<file path="src/rtl/seg7_scan_if.sv">
// Bundle of display-side signals between the controller and the seg7_scan driver.
// Master drives the scan clock and data request; slave is the driver itself.
interface seg7_scan_if #(
  parameter int DIGITS = 4
);
  logic                  S_CLK;
  logic [4*DIGITS-1:0]   DATA;
  logic [DIGITS-1:0]     DP;
  logic                  LOAD;
  logic                  ACK;
  logic                  FRAME;
  logic [6:0]            SEG;
  logic                  DP_OUT;
  logic [DIGITS-1:0]     AN;

  modport master (
    output S_CLK, DATA, DP, LOAD,
    input  ACK, FRAME, SEG, DP_OUT, AN
  );

  modport slave (
    input  S_CLK, DATA, DP, LOAD,
    output ACK, FRAME, SEG, DP_OUT, AN
  );
endinterface

</file>
<file path="src/rtl/seg7_scan.sv">
// Multiplexed 7-segment scanner: S_CLK edges advance the digit, a guard gap blanks the
// anodes between digits, and the displayed value is reloaded only at frame boundaries.
module seg7_scan #(
  parameter int DIGITS    = 4,
  parameter int GUARD_CYC = 4,
  parameter int BLANK_LZ  = 1
) (
  input  logic        CLK,
  input  logic        RST_N,
  seg7_scan_if.slave  bus
);
  localparam int IW = (DIGITS > 1) ? $clog2(DIGITS) : 1;
  localparam int CW = (GUARD_CYC > 1) ? $clog2(GUARD_CYC) : 1;
  localparam logic [IW-1:0] IDX_LAST = IW'(DIGITS - 1);
  localparam logic [CW-1:0] CNT_LAST = CW'(GUARD_CYC - 1);

  typedef enum logic [1:0] {IDLE, GUARD, SHOW} state_t;

  state_t              state, nxt_state;
  logic                s1, s2, s3, tick;
  logic [IW-1:0]       idx, nxt_idx, adv_idx;
  logic [CW-1:0]       cnt, nxt_cnt;
  logic [4*DIGITS-1:0] shadow, nxt_shadow;
  logic [DIGITS-1:0]   dp_shadow, nxt_dp_shadow;
  logic                wrap;
  logic                ack_q, frame_q, dp_out_q;
  logic                nxt_ack, nxt_frame, nxt_dp_out;
  logic [6:0]          seg_q, nxt_seg;
  logic [DIGITS-1:0]   an_q, nxt_an;

  function automatic logic [6:0] hex_to_seg(input logic [3:0] nib);
    logic [6:0] s;
    case (nib)
      4'h0: s = 7'h40;  4'h1: s = 7'h79;  4'h2: s = 7'h24;  4'h3: s = 7'h30;
      4'h4: s = 7'h19;  4'h5: s = 7'h12;  4'h6: s = 7'h02;  4'h7: s = 7'h78;
      4'h8: s = 7'h00;  4'h9: s = 7'h10;  4'hA: s = 7'h08;  4'hB: s = 7'h03;
      4'hC: s = 7'h46;  4'hD: s = 7'h21;  4'hE: s = 7'h06;  default: s = 7'h0E;
    endcase
    return s;
  endfunction

  function automatic logic [3:0] nibble_at(input logic [4*DIGITS-1:0] sh,
                                           input logic [IW-1:0] i);
    logic [3:0] n;
    n = '0;
    for (int k = 0; k < DIGITS; k++)
      if (IW'(k) == i) n = sh[4*k +: 4];
    return n;
  endfunction

  // True when every nibble from position i upward is zero (leading-zero run).
  function automatic logic upper_zero(input logic [4*DIGITS-1:0] sh,
                                      input logic [IW-1:0] i);
    logic z;
    z = 1'b1;
    for (int k = 0; k < DIGITS; k++)
      if ((IW'(k) >= i) && (sh[4*k +: 4] != 4'h0)) z = 1'b0;
    return z;
  endfunction

  assign tick    = s2 & ~s3;
  assign wrap    = (idx == IDX_LAST);
  assign adv_idx = wrap ? '0 : idx + IW'(1);

  always_comb begin
    nxt_state     = state;
    nxt_idx       = idx;
    nxt_cnt       = cnt;
    nxt_shadow    = shadow;
    nxt_dp_shadow = dp_shadow;
    nxt_ack       = 1'b0;
    nxt_frame     = 1'b0;
    nxt_an        = '1;
    nxt_seg       = 7'h7F;
    nxt_dp_out    = 1'b1;

    case (state)
      IDLE: begin
        if (tick) begin
          nxt_state = GUARD;
          nxt_cnt   = '0;
        end
      end
      GUARD, SHOW: begin
        if (tick) begin
          nxt_state = GUARD;
          nxt_cnt   = '0;
          nxt_idx   = adv_idx;
          if (wrap) begin
            nxt_frame = 1'b1;
            if (bus.LOAD) begin
              nxt_shadow    = bus.DATA;
              nxt_dp_shadow = bus.DP;
              nxt_ack       = 1'b1;
            end
          end
        end else if (state == GUARD) begin
          if (cnt == CNT_LAST) nxt_state = SHOW;
          else                 nxt_cnt   = cnt + CW'(1);
        end
      end
      default: nxt_state = IDLE;
    endcase

    // Outputs are decoded from the next state so they register in step with it.
    if (nxt_state == SHOW) begin
      nxt_an[nxt_idx] = 1'b0;
      nxt_dp_out      = ~nxt_dp_shadow[nxt_idx];
      if ((BLANK_LZ != 0) && (nxt_idx != '0) && upper_zero(nxt_shadow, nxt_idx))
        nxt_seg = 7'h7F;
      else
        nxt_seg = hex_to_seg(nibble_at(nxt_shadow, nxt_idx));
    end
  end

  // Stage p0: S_CLK synchroniser / edge history, FSM state and registered outputs.
  always_ff @(posedge CLK or negedge RST_N) begin
    if (!RST_N) begin
      s1        <= 1'b0;
      s2        <= 1'b0;
      s3        <= 1'b0;
      state     <= IDLE;
      idx       <= '0;
      cnt       <= '0;
      shadow    <= '0;
      dp_shadow <= '0;
      ack_q     <= 1'b0;
      frame_q   <= 1'b0;
      seg_q     <= 7'h7F;
      dp_out_q  <= 1'b1;
      an_q      <= '1;
    end else begin
      s1        <= bus.S_CLK;
      s2        <= s1;
      s3        <= s2;
      state     <= nxt_state;
      idx       <= nxt_idx;
      cnt       <= nxt_cnt;
      shadow    <= nxt_shadow;
      dp_shadow <= nxt_dp_shadow;
      ack_q     <= nxt_ack;
      frame_q   <= nxt_frame;
      seg_q     <= nxt_seg;
      dp_out_q  <= nxt_dp_out;
      an_q      <= nxt_an;
    end
  end

  assign bus.ACK    = ack_q;
  assign bus.FRAME  = frame_q;
  assign bus.SEG    = seg_q;
  assign bus.DP_OUT = dp_out_q;
  assign bus.AN     = an_q;
endmodule

</file>
<file path="src/flat_wrapper.sv">
// flat-port wrapper written by rule: the top's interface ports become plain ports
module seg7_scan_flat 
#(
  parameter int DIGITS    = 4,
  parameter int GUARD_CYC = 4,
  parameter int BLANK_LZ  = 1
)
  (CLK, RST_N, bus_S_CLK, bus_DATA, bus_DP, bus_LOAD, bus_ACK, bus_FRAME, bus_SEG, bus_DP_OUT, bus_AN);
  seg7_scan_if #(.DIGITS(DIGITS)) bus_i ();
  input  logic CLK;
  input  logic RST_N;
  input wire logic [$bits(bus_i.S_CLK)-1:0] bus_S_CLK;
  input wire logic [$bits(bus_i.DATA)-1:0] bus_DATA;
  input wire logic [$bits(bus_i.DP)-1:0] bus_DP;
  input wire logic [$bits(bus_i.LOAD)-1:0] bus_LOAD;
  output wire logic [$bits(bus_i.ACK)-1:0] bus_ACK;
  output wire logic [$bits(bus_i.FRAME)-1:0] bus_FRAME;
  output wire logic [$bits(bus_i.SEG)-1:0] bus_SEG;
  output wire logic [$bits(bus_i.DP_OUT)-1:0] bus_DP_OUT;
  output wire logic [$bits(bus_i.AN)-1:0] bus_AN;
  assign bus_i.S_CLK = bus_S_CLK;
  assign bus_i.DATA = bus_DATA;
  assign bus_i.DP = bus_DP;
  assign bus_i.LOAD = bus_LOAD;
  assign bus_ACK = bus_i.ACK;
  assign bus_FRAME = bus_i.FRAME;
  assign bus_SEG = bus_i.SEG;
  assign bus_DP_OUT = bus_i.DP_OUT;
  assign bus_AN = bus_i.AN;
  seg7_scan #(.DIGITS(DIGITS), .GUARD_CYC(GUARD_CYC), .BLANK_LZ(BLANK_LZ)) u_core (.CLK(CLK), .RST_N(RST_N), .bus(bus_i));
endmodule
</file>
<file path="config.mk">
export PLATFORM = sky130hd
export DESIGN_NAME = seg7_scan_flat
export DESIGN_NICKNAME = d
export VERILOG_FILES = /design/src/rtl/seg7_scan_if.sv /design/src/rtl/seg7_scan.sv /design/src/flat_wrapper.sv
export SDC_FILE = /design/constraint.sdc
export NUM_CORES = 1
export LEC_CHECK = 0
export BUFFER_PORTS_ARGS = -buffer_cell sky130_fd_sc_hd__buf_2
export CAP_MARGIN = 20
export CORE_UTILIZATION = 40
export CTS_BUF_LIST = sky130_fd_sc_hd__clkbuf_4 sky130_fd_sc_hd__clkbuf_8
export CTS_CLUSTER_SIZE = 25
export DETAILED_ROUTE_END_ITERATION = 16
export GPL_ROUTABILITY_DRIVEN = 0
export PLACE_DENSITY = 0.72
export REMOVE_ABC_BUFFERS = 1
export SLEW_MARGIN = 10
export SYNTH_ARGS = -nofsm -noshare
export SYNTH_HDL_FRONTEND = slang
export SYNTH_SLANG_ARGS = --single-unit
</file>
<file path="constraint.sdc">
create_clock -name CLK -period 2.9 [get_ports CLK]
set_input_delay 0.87 -clock CLK [delete_from_list [all_inputs] [get_ports CLK]]
set_output_delay 0.87 -clock CLK [all_outputs]
set_load 0.02 [all_outputs]
</file>
==> flow_summary.ini, run 1 <==
[run_status]
status = completed

[drt]
drtAntennaViolNets = 0
wirelength_um = 4590
routedWlPerCell_um = 14.81
vias = 1604
drtIter0Drc = 62
firstDrtPassIters = 6
post-route-drc-count = 0
viasPerCell = 5.174

[placement]
hpwl_um = 3314
port_buffers = 37

[global_routing]
grt_pass1_vias = 1476
antenna_found_initial = 0
grt_pass1_wl_um = 7176
grt_max_degree = 38
grt-ovfl-total = 0
grt_util_all_layers = 0.1584

[critical_path]
crit_path_start = u_core.state[1]
crit_path_frequent_cell = mux2i_2
worst_setup_path_start_kind = register
cp_slowest_cell = or3_1
cp_max_fo = 5
cp-end-kind = register
crit_path_end = u_core.bus.SEG[0]
r2r_start = u_core.state[1]
cp_num_buf_inv = 1
r2r_slack_ns = 0.10
r2r-end = u_core.bus.SEG[0]
path_cells = inv_1, ha_4, and4b_2, nand2_2, mux2_4, mux2i_2, mux2i_2, ha_1, or3_1, o311ai_1, nand2b_1
worstSetupPathType = register to register
cp_slowest_stage_delay_ns = 0.38
cp.arrival_ns = 3.02
rr_worst_depth = 11
cp.required_ns = 3.12
cp.depth = 11
crit_family = simple AND/OR/NAND/NOR gates

[cells_and_area]
regArea_mm2 = 0.001091
final_common_cell = buf_2
diodes = 0
layout_common_cells = buf_2, dfrtp_1, buf_4, ha_1, dfstp_2
area_growth_pct = 22.22
final_layout_size_suffix_gt1_frac = 0.4500
layout.core_utilization = 0.5211
layout.nets = 276
multi_input_area_mm2 = 0.001076
final.fill_count = 496

[pwr]
ir_worst_vdd_mv = 0.3831
power.leakage_nw = 1.374
p_per_area_mw_per_mm2 = 1023

[yosys]
ys_ff_latch = 43
synthesis.instances = 183
yosys_warnings = 0
synthFlopType = dfrtp_1
synthArstFlopShare = 1.000
synth_cell_type_count = 41
syn-cell-area_mm2 = 0.002247
synth_top_area_cell = dfrtp_1
synth_top_area_frac = 0.3452
synth_edf_count = 0
syn_avg_cell_area_um2 = 12.28
yosysSeqAreaShare = 0.4855
netlist_top_cells_area = dfrtp_1, dfstp_2, ha_1

[timing]
finalSetupTns_ns = 0
maxSlewViolCount = 0
worst_pin_slew_ns = 0.8492
layout_min_cycle_time_ns = 2.796
timing.fmax_mhz = 357.6
setup_violations = 0
period_share = 0.9642
finClkSkew_ns = 0.002603
slew_headroom = 0.4339
hold_viol_final = 0

[floorplan]
die_h_um = 76.95
rows = 26
core_area_mm2 = 0.005270
io_pins = 38
die_w_um = 76.95
initial_core_util = 0.4264
die-area_mm2 = 0.005921

[clock_tree]
clock_latency_ns = 0.29
clkTransAtPathRegs_ns = 0.08
ctsHoldBuffers = 0
h-tree-depth = 2
clock-sinks = 43
clockBufferDepth = 2
cts_tree = done
root_buffer = clkbuf_8
cts_buffers = 5

[run]
maxCapViolCount = 0

[hold_path]
hold_path.class = register to register
## layer usage
layer / wire length [um] / vias up / GRT usage
li1: - / 784 / -
met1: 2393 / 769 / 0.2319
met3: 167 / 5 / 0.02976
met2: 1963 / 46 / 0.2259
met5: 0 / - / 0
met4: 65 / 0 / 0.06923
## worst reg2reg max path, stage by stage (launching register included)
cell and delay [ns]:
dfrtp_1 0.35, inv_1 0.09, ha_4 0.29, and4b_2 0.30, nand2_2 0.17, mux2_4 0.36
mux2i_2 0.18, mux2i_2 0.14, ha_1 0.26, or3_1 0.38, o311ai_1 0.10, nand2b_1 0.09
## kinds of logic after synthesis
logic type	after synthesis	synth area share
AO/OA/AOI/OAI	38	0.1398
adder cells (fa/ha/maj)	13	0.07238
buffers and inverters	18	0.04900
flip-flops	43	0.4855
multiplexers	25	0.1336
AND/OR/NAND/NOR	46	0.1197
## registers in the layout, indices dropped and copies added (netlist names)
signal / cells
u_core.bus.SEG: 7
u_core.state: 2
u_core.bus.ACK: 1
u_core.cnt: 2
u_core.shadow: 16
u_core.dp_shadow: 4
u_core.s2: 1
u_core.bus.FRAME: 1
u_core.bus.DP_OUT: 1
u_core.bus.AN: 4
u_core.s3: 1
u_core.idx: 2
u_core.s1: 1
## worst min path at each step
stage	cells past startpoint	slack (ns)	to	start
after floorplan	0	0.33	u_core.s2	u_core.s1
after global placement	0	0.33	u_core.s2	u_core.s1
after detailed placement	0	0.34	u_core.s2	u_core.s1
after CTS	0	0.36	u_core.s2	u_core.s1
after global routing	0	0.36	u_core.s2	u_core.s1
final	0	0.36	u_core.s2	u_core.s1
## cell usage after synthesis (3+ instances only)
library cell	instances
a2111oi_0	4
a2111oi_2	4
a21o_1	8
a21oi_1	4
a221o_1	5
and3_1	8
buf_6	5
dfrtp_1	31
dfstp_2	12
ha_1	13
inv_1	9
mux2_2	11
mux2_4	4
mux2i_1	8
nand2_1	6
nand3_1	4
nor2_1	8
nor2b_1	3
nor4_1	4
o21ai_0	5
## what timing repair did
item	4_1_cts	5_1_grt
setup buffers	0	4
setup endpoints to repair	3	7
resized for setup	1	6
gates cloned	0	1
pin swaps	0	2
## layout make-up
class | count | share of cell area
clock buffers | 6 | 0.03007
clock inverters | 2 | 0.01276
inverters | 11 | 0.01503
multi-input cells | 123 | 0.3918
flip-flops and latches | 43 | 0.3973
well taps | 70 | 0.03189
repair buffers | 55 | 0.1212
## power breakdown
part	leakage, nW	switching, W	internal (W)
combinational	0.781	0.000787	0.000695
clock	0.0612	0.000205	0.000279
sequential	0.532	0.0000860	0.000759
total	1.37	0.00108	0.00173
## metrics by stage
stage / hold slack [ns] / total power, W / instance area (um2) / instances / setup slack [ns]
4_1_cts: 0.3615 / 0.002744 / 2690 / 305 / 0.03425
5_1_grt: 0.3627 / 0.002995 / 2746 / 310 / -0.01383
2_1_floorplan: 0.3312 / 0.001838 / 2178 / 176 / -0.3853
3_3_place_gp: 0.3321 / 0.002222 / 2569 / 297 / 0.1045
6_report: 0.3565 / 0.002810 / 2746 / 310 / 0.1038
3_5_place_dp: 0.3428 / 0.002242 / 2569 / 297 / 0.02996
Power figures use the tool's default switching activity.
==> run 2, diff against run 1 <==
--- a/config.mk
+++ b/config.mk
@@ -7,12 +7,12 @@
 export LEC_CHECK = 0
 export BUFFER_PORTS_ARGS = -buffer_cell sky130_fd_sc_hd__buf_2
 export CAP_MARGIN = 20
-export CORE_UTILIZATION = 40
+export CORE_UTILIZATION = 52
 export CTS_BUF_LIST = sky130_fd_sc_hd__clkbuf_4 sky130_fd_sc_hd__clkbuf_8
 export CTS_CLUSTER_SIZE = 25
 export DETAILED_ROUTE_END_ITERATION = 16
 export GPL_ROUTABILITY_DRIVEN = 0
-export PLACE_DENSITY = 0.72
+export PLACE_DENSITY = 0.88
 export REMOVE_ABC_BUFFERS = 1
 export SLEW_MARGIN = 10
 export SYNTH_ARGS = -nofsm -noshare
==> run 2 against run 1 <==
  * Clock power is 20% lower
  * Critical path depth stayed put
  * Setup slack worse by 0.079 ns
  * Highest routed layer unchanged
  * Power is 1.5% higher
==> flow_summary.ini, run 2 (same netlist as run 1, synthesis figures left out) <==
[critical_path]
cp-end-kind = register
cp_slowest_cell = dfrtp_1
cp_num_buf_inv = 1
crit_family = simple AND/OR/NAND/NOR gates
cp_max_fo = 6
worstSetupPathType = register to register
cp.required_ns = 3.12
cp_slowest_stage_delay_ns = 0.39
path_cells = inv_1, ha_4, and4b_2, nand2_4, mux2_2, mux2i_1, mux2i_2, ha_2, or3_1, o311ai_1, nand2b_1
crit_path_start = u_core.state[1]
cp.arrival_ns = 3.09
r2r_start = u_core.state[1]
worst_setup_path_start_kind = register
r2r_slack_ns = 0.02

[pwr]
p_sw_w = 0.001151
p_clk_frac = 0.135
p_seq_frac = 0.300
p_per_area_mw_per_mm2 = 1036
power.leakage_nw = 1.384
p_comb_frac = 0.565
internal-power_w = 0.001702
ir_worst_vdd_mv = 0.6196
p_sw_frac = 0.4034

[timing]
hold_viol_final = 0
timing.fmax_mhz = 347.8
maxSlewViolCount = 0
layout_min_cycle_time_ns = 2.875
slew_headroom = 0.6014
setup_violations = 0
period_share = 0.9914
worst_pin_slew_ns = 0.5968
hold_ws_ns = 0.3533
finalSetupTns_ns = 0
worst_slack_ns = 0.02491
finClkSkew_ns = 0.008312

[clock_tree]
ctsHoldBuffers = 0
h-tree-depth = 2
clkTransAtPathRegs_ns = 0.07
clock-sinks = 43
cts_tree = done
clockBufferDepth = 2
cts_buffers = 5
root_buffer = clkbuf_8
clock_latency_ns = 0.30

[drt]
post-route-drc-count = 0
routedWlPerCell_um = 17.32
firstDrtPassIters = 4
wirelength_um = 5076
drtAntennaViolNets = 0
vias = 1699
drtIter0Drc = 69
viasPerCell = 5.799

[global_routing]
grt_util_all_layers = 0.2243
grt_pass1_vias = 1576
grt_max_degree = 23
grt-ovfl-total = 0
antenna_found_initial = 0
grt_pass1_wl_um = 7431

[cells_and_area]
max_flop_register = u_core.shadow
final_common_cell = buf_2
layout_common_cells = buf_2, dfrtp_1, buf_4, dfstp_2, mux2_2
final.fill_count = 293
largest_reg_flops = 16
diodes = 0
finalNonFillerCells = 293
area_growth_pct = 22.55
final_layout_size_suffix_gt1_frac = 0.4774
layout.nets = 279
layout.core_utilization = 0.6739

[floorplan]
io_pins = 38
die-area_mm2 = 0.004588
rows = 23
initial_core_util = 0.5499
die_h_um = 67.74
core_area_mm2 = 0.004086
die_w_um = 67.74

[hold_path]
hold_path.class = register to register
worstHoldStart = u_core.s1

[run_status]
status = completed

[placement]
placedCellCount = 276
hpwl_um = 3400
dp_slack_ns = -0.003050
port_buffers = 37

[run]
maxCapViolCount = 0
==> run 2: timing repair <==
action,in CTS,in global routing
resized for setup,1,17
hold endpoints to repair,0,0
cloned,0,2
pin swaps,1,2
setup buffers,1,6
endpoints found under the setup margin,4,7
==> run 2: power groups by stage <==
stage / combinational (W) / clock [W] / sequential [W]
2_1_floorplan: 0.000992 / 0 / 0.000846
3_3_place_gp: 0.00132 / 0 / 0.000844
3_5_place_dp: 0.00137 / 0 / 0.000850
4_1_cts: 0.00139 / 0.000397 / 0.000842
5_1_grt: 0.00176 / 0.000420 / 0.000869
6_report: 0.00161 / 0.000385 / 0.000857
==> run 2: area by class of cell <==
class,count,area (um2),area share
Multi-Input combinational cell,124,1126,0.4089
Timing Repair Buffer,57,339.1,0.1231
Sequential cell,43,1091,0.3962
Inverter,11,43.79,0.01590
Tap cell,50,62.56,0.02272
Clock buffer,8,91.34,0.03317
==> run 2: metal layers <==
| layer | routed length (um) | part of all wire | track usage |
|---|---|---|---|
| met1 | 2188 | 0.43 | 0.3080 |
| met2 | 2483 | 0.49 | 0.3502 |
| met3 | 285 | 0.056 | 0.04561 |
| met4 | 118 | 0.023 | 0.07713 |
| met5 | 0 | 0 | 0 |
==> run 2: through the flow <==
stage / total power [W] / area (um2)
2_1_floorplan: 0.001838 / 2178
3_3_place_gp: 0.002164 / 2524
3_5_place_dp: 0.002221 / 2524
4_1_cts: 0.002632 / 2626
5_1_grt: 0.003047 / 2754
6_report: 0.002853 / 2754
==> run 2: worst paths after layout <==
check	endpoint	depth (start not counted)
setup / recovery	u_core.bus.SEG[0]	11
hold / removal	u_core.s2	0
setup reg to reg	u_core.bus.SEG[0]	11
hold reg to reg	u_core.s2	0
max in group asynchronous	u_core.bus.SEG[0]	2
min in group asynchronous	u_core.bus.FRAME	1
==> run 3, diff against run 2 <==
--- a/config.mk
+++ b/config.mk
@@ -7,12 +7,12 @@
 export LEC_CHECK = 0
 export BUFFER_PORTS_ARGS = -buffer_cell sky130_fd_sc_hd__buf_2
 export CAP_MARGIN = 20
-export CORE_UTILIZATION = 52
+export CORE_UTILIZATION = 58
 export CTS_BUF_LIST = sky130_fd_sc_hd__clkbuf_4 sky130_fd_sc_hd__clkbuf_8
 export CTS_CLUSTER_SIZE = 25
 export DETAILED_ROUTE_END_ITERATION = 16
 export GPL_ROUTABILITY_DRIVEN = 0
-export PLACE_DENSITY = 0.88
+export PLACE_DENSITY = 0.92
 export REMOVE_ABC_BUFFERS = 1
 export SLEW_MARGIN = 10
 export SYNTH_ARGS = -nofsm -noshare
==> constraint.sdc (replaced) <==
create_clock -name CLK -period 2.8 [get_ports CLK]
set_input_delay 0.84 -clock CLK [delete_from_list [all_inputs] [get_ports CLK]]
set_output_delay 0.84 -clock CLK [all_outputs]
set_load 0.02 [all_outputs]
==> run 3 against run 2 <==
  * The flow now finishes with violations (setup timing)
  * Setup slack worse by 0.029 ns
  * Register-to-register slack worse by 0.03 ns
  * Clock power is 16% higher
  * Sequential cell count stayed put
  * Critical path type unchanged
  * Critical endpoint unchanged
  * Largest power group unchanged
==> flow_summary.ini, run 3 (same netlist as run 1, synthesis figures left out) <==
[run_status]
status = complete, but fails checks
violations = setup timing

[critical_path]
cp.required_ns = 3.03
cp_slowest_cell = dfrtp_1
path_cells = inv_2, ha_4, and4b_2, nand2_4, mux2_2, mux2i_1, mux2_4, inv_1, ha_2, or3_4, o311ai_2, nand2b_1
r2r_slack_ns = -0.004
cp_slowest_stage_delay_ns = 0.40
crit_family = simple AND/OR/NAND/NOR gates
worstSetupPathType = register to register
cp_num_buf_inv = 2
r2r-end = u_core.bus.SEG[0]
r2r_start = u_core.state[1]
worst_setup_path_start_kind = register
cp.arrival_ns = 3.03
cp_max_fo = 6
cp-end-kind = register
rr_worst_depth = 12

[clock_tree]
clkTransAtPathRegs_ns = 0.08
clock_latency_ns = 0.30
h-tree-depth = 2
root_buffer = clkbuf_8
cts_buffers = 5
cts_tree = done
clockBufferDepth = 2
ctsHoldBuffers = 0
clock-sinks = 43

[global_routing]
grt_pass1_vias = 1719
grt_util_all_layers = 0.2903
grt_pass1_wl_um = 8700
antenna_found_initial = 0
grt_max_degree = 44
grt-ovfl-total = 0

[timing]
hold_ws_ns = 0.4026
layout_min_cycle_time_ns = 2.804
slew_headroom = 0.3821
finalSetupTns_ns = -0.004657
worst_slack_ns = -0.004341
period_share = 1.002
finClkSkew_ns = 0.009971
timing.fmax_mhz = 356.6
worst_pin_slew_ns = 0.9269
hold_viol_final = 0
maxSlewViolCount = 0
setup_violations = 2

[hold_path]
min_delay_path_depth = 0
hold_path.class = register to register
worstHoldStart = u_core.s1
hold_end = u_core.s2

[pwr]
p_comb_frac = 0.616
p_clk_frac = 0.126
p_seq_frac = 0.258
ir_worst_vdd_mv = 0.7074
power.leakage_nw = 1.489
p_sw_frac = 0.4160
p_sw_w = 0.001475
internal-power_w = 0.002071
p_per_area_mw_per_mm2 = 1181

[drt]
viasPerCell = 6.316
vias = 1920
routedWlPerCell_um = 21.65
post-route-drc-count = 0
wirelength_um = 6581
firstDrtPassIters = 5
drtAntennaViolNets = 0
drtIter0Drc = 194

[run]
maxCapViolCount = 0

[cells_and_area]
final_layout_size_suffix_gt1_frac = 0.5430
max_flop_register = u_core.shadow
largest_reg_flops = 16
layout.nets = 292
final_common_cell = buf_2
area_growth_pct = 33.57
diodes = 0
layout_common_cells = buf_2, dfrtp_1, buf_4, dfstp_2, ha_1

[placement]
hpwl_um = 3399
port_buffers = 37

[floorplan]
io_pins = 38
die_h_um = 64.25
die_w_um = 64.25
core_area_mm2 = 0.003689
rows = 22
initial_core_util = 0.6092
die-area_mm2 = 0.004127
-- run 3: changes by cell type in the layout (fill, tap and decap cells not counted), sizes merged --
cell	delta
inv	-1
clkinv	+1
buf	+13
-- run 3: per-stage QoR --
| stage | cell area (um2) | util | std cells | power, W | setup slack (ns) |
|---|---|---|---|---|---|
| after floorplan | 2178 | - | 176 | 0.001904 | -0.4853 |
| after global placement | 2604 | 0.7059 | 285 | 0.002361 | -0.03915 |
| after detailed placement | 2604 | 0.7059 | 285 | 0.002451 | -0.1182 |
| after CTS | 2764 | 0.7493 | 294 | 0.002963 | 0.009037 |
| after global routing | 3002 | 0.8138 | 304 | 0.003707 | -0.05930 |
| final | 3002 | 0.8138 | 304 | 0.003546 | -0.004341 |
-- run 3: timing repair --
| item | in CTS | in global routing |
|---|---|---|
| setup endpoints to repair | 7 | 7 |
| gates resized for setup | 9 | 36 |
| setup buffers | 0 | 8 |
| pin swaps | 2 | 7 |
| cloned | 1 | 3 |
-- run 3: worst max-delay path by stage --
stage,startpoint,to,depth (start not counted)
final,u_core.state[1],u_core.bus.SEG[0],12
after global routing,u_core.state[1],u_core.bus.SEG[0],12
after CTS,u_core.state[1],u_core.bus.SEG[0],11
after detailed placement,u_core.state[0],u_core.bus.SEG[0],11
after global placement,u_core.state[0],u_core.bus.SEG[6],10
after floorplan,u_core.state[0],u_core.bus.SEG[4],8
-- run 3: power by group through the flow --
| stage | logic [W] | registers (W) | clock network [W] |
|---|---|---|---|
| 6_report | 0.00218 | 0.000916 | 0.000446 |
| 2_1_floorplan | 0.00103 | 0.000876 | 0 |
| 4_1_cts | 0.00164 | 0.000881 | 0.000444 |
| 5_1_grt | 0.00231 | 0.000924 | 0.000469 |
| 3_3_place_gp | 0.00149 | 0.000876 | 0 |
| 3_5_place_dp | 0.00156 | 0.000887 | 0 |
-- run 3: routing by layer --
layer	global-route usage	wire, um	vias to the layer above
li1	-	-	822
met1	0.3746	2572	946
met2	0.4671	3211	124
met3	0.04821	538	28
met4	0.1528	258	0
met5	0	0	-
-- run 3: final cells by class --
class,count,area (um2)
timing repair buffer,70,446.7
tap,48,60.06
fill,197,686.9
clock buffer,8,103.9
multi-input combinational,124,1257
inverter,11,42.54
sequential,43,1091
